--- src/rtl/ysyx_24110015_pkg.sv ---
// ysyx_24110015_pkg: shared types for the write-back unit
// Holds the write-back FSM state enum and the func3 load-type encodings.
package ysyx_24110015_pkg;

    typedef enum logic [1:0] {
        IDLE,
        WAIT_R,
        COMMIT
    } state_t;

    localparam logic [2:0] LB  = 3'b000;
    localparam logic [2:0] LH  = 3'b001;
    localparam logic [2:0] LW  = 3'b010;
    localparam logic [2:0] LBU = 3'b100;
    localparam logic [2:0] LHU = 3'b101;

endpackage

--- src/rtl/ysyx_24110015_load_ext.sv ---
// ysyx_24110015_load_ext: byte-lane selection and sign/zero extension of load data
// Ports: func3 (load type), off (address low bits), rdata (word-aligned bus data),
//        data (extended result), misalign (only with YSYX_24110015_WBU_MISALIGN_EN).
// Unknown func3 values fall through to a full-word load.
module ysyx_24110015_load_ext
    import ysyx_24110015_pkg::*;
(
    input  logic [2:0]  func3,
    input  logic [1:0]  off,
    input  logic [31:0] rdata,
    output logic [31:0] data
`ifdef YSYX_24110015_WBU_MISALIGN_EN
    ,
    output logic        misalign
`endif
);

    logic [31:0] lane;
    logic [15:0] half;
    logic        is_byte;
    logic        is_half;

    assign lane    = rdata >> {off, 3'b000};
    assign half    = off[1] ? rdata[31:16] : rdata[15:0];
    assign is_byte = (func3 == LB) || (func3 == LBU);
    assign is_half = (func3 == LH) || (func3 == LHU);

    always_comb begin
        data = rdata;
        case (func3)
            LB:      data = {{24{lane[7]}}, lane[7:0]};
            LBU:     data = {24'b0, lane[7:0]};
            LH:      data = {{16{half[15]}}, half};
            LHU:     data = {16'b0, half};
            default: data = rdata;
        endcase
    end

`ifdef YSYX_24110015_WBU_MISALIGN_EN
    // Anything decoded as a word load must be 4-byte aligned.
    assign misalign = (is_half && off[0]) || (!is_byte && !is_half && (off != 2'b00));
`endif

endmodule

--- src/rtl/ysyx_24110015_wbu.sv ---
// ysyx_24110015_wbu: write-back unit, retires one instruction per handshake
// Ports: clk, rst (async, active-low); in_valid/in_ready handshake; *_i instruction
//        fields from the load/store stage; mem_rdata_i/dmemR_end_i AXI read return;
//        rf_*, csr_*, pc_* write ports and the one-cycle commit strobe.
// Optional: YSYX_24110015_WBU_MISALIGN_EN adds load_misalign and suppresses rf_wen
//           on misaligned halfword/word loads.
module ysyx_24110015_wbu
    import ysyx_24110015_pkg::*;
(
    input  logic        clk,
    input  logic        rst,
    input  logic        in_valid,
    output logic        in_ready,
    input  logic [31:0] alu_out_i,
    input  logic [31:0] pc_next_i,
    input  logic        RegWrite_i,
    input  logic [4:0]  wb_addr_i,
    input  logic        zicsr_i,
    input  logic [31:0] csr_rdata_i,
    input  logic [31:0] din_mstatus_i,
    input  logic [31:0] din_mtvec_i,
    input  logic [31:0] din_mepc_i,
    input  logic [31:0] din_mcause_i,
    input  logic        wen_mstatus_i,
    input  logic        wen_mtvec_i,
    input  logic        wen_mepc_i,
    input  logic        wen_mcause_i,
    input  logic [2:0]  func3_i,
    input  logic        MemRead_i,
    input  logic [31:0] mem_rdata_i,
    input  logic        dmemR_end_i,
    output logic        rf_wen,
    output logic [4:0]  rf_waddr,
    output logic [31:0] rf_wdata,
    output logic        csr_wen_mstatus,
    output logic        csr_wen_mtvec,
    output logic        csr_wen_mepc,
    output logic        csr_wen_mcause,
    output logic [31:0] csr_wdata_mstatus,
    output logic [31:0] csr_wdata_mtvec,
    output logic [31:0] csr_wdata_mepc,
    output logic [31:0] csr_wdata_mcause,
    output logic        pc_wen,
    output logic [31:0] pc_wdata,
    output logic        commit
`ifdef YSYX_24110015_WBU_MISALIGN_EN
    ,
    output logic        load_misalign
`endif
);

    state_t      state, state_nx;
    logic        accept;
    logic [31:0] alu_q, pc_q, csr_rdata_q, rdata_q, ld_data;
    logic [31:0] din_mstatus_q, din_mtvec_q, din_mepc_q, din_mcause_q;
    logic [3:0]  cwen_q;
    logic [2:0]  func3_q;
    logic [4:0]  waddr_q;
    logic        regwrite_q, zicsr_q, memread_q, in_commit, mis;

    assign accept = (state == IDLE) && in_valid;

    always_ff @(posedge clk or negedge rst) begin
        if (!rst)
            state <= IDLE;
        else
            state <= state_nx;
    end

    always_ff @(posedge clk or negedge rst) begin
        if (!rst) begin
            alu_q         <= '0;
            pc_q          <= '0;
            csr_rdata_q   <= '0;
            rdata_q       <= '0;
            din_mstatus_q <= '0;
            din_mtvec_q   <= '0;
            din_mepc_q    <= '0;
            din_mcause_q  <= '0;
            cwen_q        <= '0;
            func3_q       <= '0;
            waddr_q       <= '0;
            regwrite_q    <= 1'b0;
            zicsr_q       <= 1'b0;
            memread_q     <= 1'b0;
        end else begin
            if (accept) begin
                alu_q         <= alu_out_i;
                pc_q          <= pc_next_i;
                csr_rdata_q   <= csr_rdata_i;
                din_mstatus_q <= din_mstatus_i;
                din_mtvec_q   <= din_mtvec_i;
                din_mepc_q    <= din_mepc_i;
                din_mcause_q  <= din_mcause_i;
                cwen_q        <= {wen_mstatus_i, wen_mtvec_i, wen_mepc_i, wen_mcause_i};
                func3_q       <= func3_i;
                waddr_q       <= wb_addr_i;
                regwrite_q    <= RegWrite_i;
                zicsr_q       <= zicsr_i;
                memread_q     <= MemRead_i;
            end
            // Read data is captured only when a load is being accepted or is pending.
            if (dmemR_end_i && ((accept && MemRead_i) || (state == WAIT_R)))
                rdata_q <= mem_rdata_i;
        end
    end

    ysyx_24110015_load_ext u_load_ext (
        .func3    (func3_q),
        .off      (alu_q[1:0]),
        .rdata    (rdata_q),
        .data     (ld_data)
`ifdef YSYX_24110015_WBU_MISALIGN_EN
        ,
        .misalign (mis)
`endif
    );

`ifdef YSYX_24110015_WBU_MISALIGN_EN
    assign load_misalign = in_commit && memread_q && mis;
`else
    assign mis = 1'b0;
`endif

    always_comb begin
        state_nx  = state;
        in_ready  = 1'b0;
        in_commit = 1'b0;
        state_nx  = (state == IDLE)   ? (in_valid ? ((MemRead_i && !dmemR_end_i) ? WAIT_R : COMMIT) : IDLE) :
                    (state == WAIT_R) ? (dmemR_end_i ? COMMIT : WAIT_R) : IDLE;
        in_ready  = (state == IDLE);
        in_commit = (state == COMMIT);
    end

    assign commit          = in_commit;
    assign pc_wen          = in_commit;
    assign rf_wen          = in_commit && regwrite_q && (waddr_q != 5'd0) && !(memread_q && mis);
    assign csr_wen_mstatus = in_commit && cwen_q[3];
    assign csr_wen_mtvec   = in_commit && cwen_q[2];
    assign csr_wen_mepc    = in_commit && cwen_q[1];
    assign csr_wen_mcause  = in_commit && cwen_q[0];

    assign rf_waddr          = waddr_q;
    assign rf_wdata          = memread_q ? ld_data : zicsr_q ? csr_rdata_q : alu_q;
    assign pc_wdata          = pc_q;
    assign csr_wdata_mstatus = din_mstatus_q;
    assign csr_wdata_mtvec   = din_mtvec_q;
    assign csr_wdata_mepc    = din_mepc_q;
    assign csr_wdata_mcause  = din_mcause_q;

endmodule

--- config.mk ---
export PLATFORM = sky130hd
export DESIGN_NAME = ysyx_24110015_wbu
export DESIGN_NICKNAME = d
export VERILOG_FILES = /design/src/rtl/ysyx_24110015_pkg.sv /design/src/rtl/ysyx_24110015_load_ext.sv /design/src/rtl/ysyx_24110015_wbu.sv
export SDC_FILE = /design/constraint.sdc
export NUM_CORES = 1
export LEC_CHECK = 0
export ABC_CLOCK_PERIOD_IN_PS = 1800
export BUFFER_PORTS_ARGS = -buffer_cell sky130_fd_sc_hd__buf_4
export CAP_MARGIN = 20
export CORE_AREA = 2 2 187 189
export CTS_BUF_LIST = sky130_fd_sc_hd__clkbuf_4 sky130_fd_sc_hd__clkbuf_8
export DETAILED_ROUTE_END_ITERATION = 6
export DIE_AREA = 0 0 189 191
export SKIP_LAST_GASP = 1
export SLEW_MARGIN = 20
export SYNTH_ARGS = -nofsm -noshare
export SYNTH_HDL_FRONTEND = slang
export SYNTH_SLANG_ARGS = --single-unit
export TNS_END_PERCENT = 10
--- constraint.sdc ---
create_clock -name clk -period 1.8 [get_ports clk]
set_input_delay 0.54 -clock clk [delete_from_list [all_inputs] [get_ports clk]]
set_output_delay 0.54 -clock clk [all_outputs]
set_load 0.01 [all_outputs]
==> impl_metrics.csv <==
group,metric,value,unit
sta,final_hold_viol_count,0,
power,irDropWorstVdd,0.587,mV
global_route,grt_max_degree,57,
clock_network,cts.sinks,273,
die,dieArea,36100,sq um
power,p_per_area,1200,nW/um^2
routing,drtIter0Drc,338,
final_layout,drive_gt1_share,67.8,%
synthesis,synth_area_leader_cell,"dfrtp_1",
sta,worstMarginPinSlew,0.472,ns
setup_path,cp_cell_sequence,"buf_4, mux2i_4, o21ai_2, o311ai_4, buf_12, clkbuf_16, o211ai_1, buf_4",
min_path,hold_path.class,"primary input to flop",
run,maxCapViolations,0,
setup_path,cp.arrival,2.14,ns
routing,via_count,8631,
clock_network,cts_buffer_depth,3,
synthesis,syn_nets,1060,
final_layout,finalInstanceArea,18100,sq um
setup_path,crit_end,"rf_wdata[24]",
placed_design,port_buffers,479,
setup_path,r2r_end,"csr_wdata_mepc[23]",
setup_path,ff2ff_path_depth,5,
die,core,34100,sq um
setup_path,r2r-start,"state[1]",
placed_design,gp_congestion,0.889,
setup_path,path_buf_inv,4,
sta,maxSlewViolCount,0,
placed_design,placed_area,17000,sq um
setup_path,critPathRequiredTime,1.26,ns
final_layout,final_common_cell,"buf_4",
setup_path,critical_path.max_stage_delay,0.44,ns
sta,fmax,0.373,GHz
outcome,status,"finished with violations",
synthesis,ys.warnings.count,0,
synthesis,synthFlopType,"dfrtp_1",
die,pin_count,480,
placed_design,dp_hpwl,29.4,mm
clock_network,tritoncts,"yes",
synthesis,synth_top_cell_area_share,55.8,%
synthesis,syn_avg_cell_area,15.6,sq um
sta,rsz0062_at_grt,"yes",
final_layout,finalNonFillerCells,1852,
synthesis,async_reset_ff_share,100,%
setup_path,rrSetupSlack,0.08,ns
sta,post-route-period-util,149,%
setup_path,crit_path_frequent_cell,"buf_4",
routing,firstDrtPassIters,4,
routing,drc,0,
synthesis,synth_cells,785,
outcome,violations,"setup timing",
die,start_util,35.9,%
synthesis,ys_seq_area_share,55.8,%
final_layout,nets,1635,
global_route,gr-usage-all-layers,20.8,%
clock_network,clockRootBuffer,"clkbuf_8",
global_route,grt_pass1_wl,57.2,mm
global_route,grt_pass1_vias,9507,
final_layout,final_util,53.0,%
sta,setup_slack,-0.884,ns
sta,slew_headroom,68.2,%
setup_path,cp_num_cells,8,
clock_network,htree_levels,2,
setup_path,cp_top_family,"buffers and inverters",
synthesis,synth_area,12200,sq um
routing,drt-total-wl,38.3,mm
clock_network,cts_buffers,51,
final_layout,area_delta_synth_final,47.7,%
die,die_height,191,um
final_layout,mostFrequentLayoutCells,"buf_4, dfrtp_1, mux2_4",
setup_path,crit_type,"flop to primary output",
power,power.leakage,8.82,nW
synthesis,synthTopCellsByArea,"dfrtp_1, mux2_4, mux2_2",
synthesis,ys_ff_latch,273,
routing,postRouteAntennaNets,0,
setup_path,start_kind,"flop",
clock_network,clk_pin_slew,0.06,ns
sta,setup_viol,40,
synthesis,synth_cell_types,38,
die,die_width,189,um
sta,fin_crit,2.68,ns
placed_design,dp.cells,1757,
setup_path,cpMaxStageDelayCell,"dfrtp_2",
die,rows,68,
sta,clock_skew,0.0148,ns
routing,viasPerCell,4.66,
clock_network,insertion_delay,0.57,ns
setup_path,end_kind,"primary output",
setup_path,crit_path_start,"alu_q[1]",
global_route,overflow,0,
synthesis,synth-edff-count,0,
setup_path,crit_fanout,8,
global_route,antenna_found_initial,4,
routing,wl_per_cell,20.7,um
-- cell type report --
class	count	area [sq um]
diodes	5	12.5
clock buffers	79	956
clock inverters	6	35.0
fillers	2969	16000
inverters	2	7.51
multi-input cells	461	5080
flip-flops and latches	273	6840
well taps	455	569
repair buffers	571	4600
-- how the worst min path moves through the flow --
stage | start | endpoint | slack [ns] | cells past startpoint
6_report | dmemR_end_i | state[0] | 0.14 | 2
4_1_cts | dmemR_end_i | state[0] | 0.11 | 2
3_3_place_gp | rst | rdata_q[5] | 0.47 | 1
2_1_floorplan | rst | alu_q[0] | 0.24 | 0
3_5_place_dp | rst | rdata_q[9] | 0.47 | 1
5_1_grt | dmemR_end_i | state[0] | 0.12 | 2
-- where the power goes --
group          leakage (nW)  internal [mW]  switching, mW
registers              3.20           7.48          0.939
logic                  5.09           4.47           3.00
clock network         0.530           3.34           2.56
-- timing repair --
action                                 CTS  global route
setup buffers                            1             2
hold buffers                             1             0
setup endpoints to repair               40            40
resized for setup                        2             4
endpoints found under the hold margin   31             0
cloned                                   0             1
-- worst reg2reg max path, stage by stage, from the launching register on --
cell     delay (ns)
dfrtp_1        0.44
nor2_2         0.16
and2_4         0.20
buf_12         0.20
buf_12         0.26
mux2_4         0.34
-- through the flow --
stage / TNS [ns] / hold WS (ns) / setup slack [ns] / power, mW
2_1_floorplan: -0.750 / 0.244 / -0.0580 / 12.0
3_3_place_gp: -7.97 / 0.472 / -0.316 / 15.9
3_5_place_dp: -9.16 / 0.472 / -0.390 / 15.9
4_1_cts: -29.25 / 0.108 / -0.891 / 22.0
5_1_grt: -32.97 / 0.124 / -0.978 / 22.9
6_report: -28.66 / 0.144 / -0.884 / 21.8
-- sequential cells by signal, summed over array words and instances, names as in the netlist --
signal / cells
cwen_q: 4
csr_wdata_mepc: 32
rf_waddr: 5
memread_q: 1
rdata_q: 32
regwrite_q: 1
pc_wdata: 32
csr_wdata_mcause: 32
func3_q: 3
alu_q: 32
state: 2
csr_wdata_mstatus: 32
csr_wdata_mtvec: 32
zicsr_q: 1
csr_rdata_q: 32
-- cell families (layout without fill, tap and decap cells) --
family	count (synthesis)	in the layout	synth area share, %
mux	302	302	33.2
flops	273	273	55.8
simple gates	88	88	3.73
compound gates	71	71	4.06
buf+inv	51	658	3.29
other cells	0	5	0
-- cells in the mapped netlist, drive strengths merged, types with 8 or more instances --
master,instances
dfrtp,273
mux2,272
buf,42
mux2i,30
nand2,24
o211ai,21
a21oi,15
nor2,13
nor2b,13
a211oi,8
o21ai,8
-- layer usage --
layer	up-vias	share of wire (%)	track usage, %
li1	3971	-	-
met1	4246	40	25.5
met2	354	49	34.7
met3	60	8.4	6.50
met4	0	2.8	7.15
met5	-	0	0
Power figures use the tool's default switching activity.
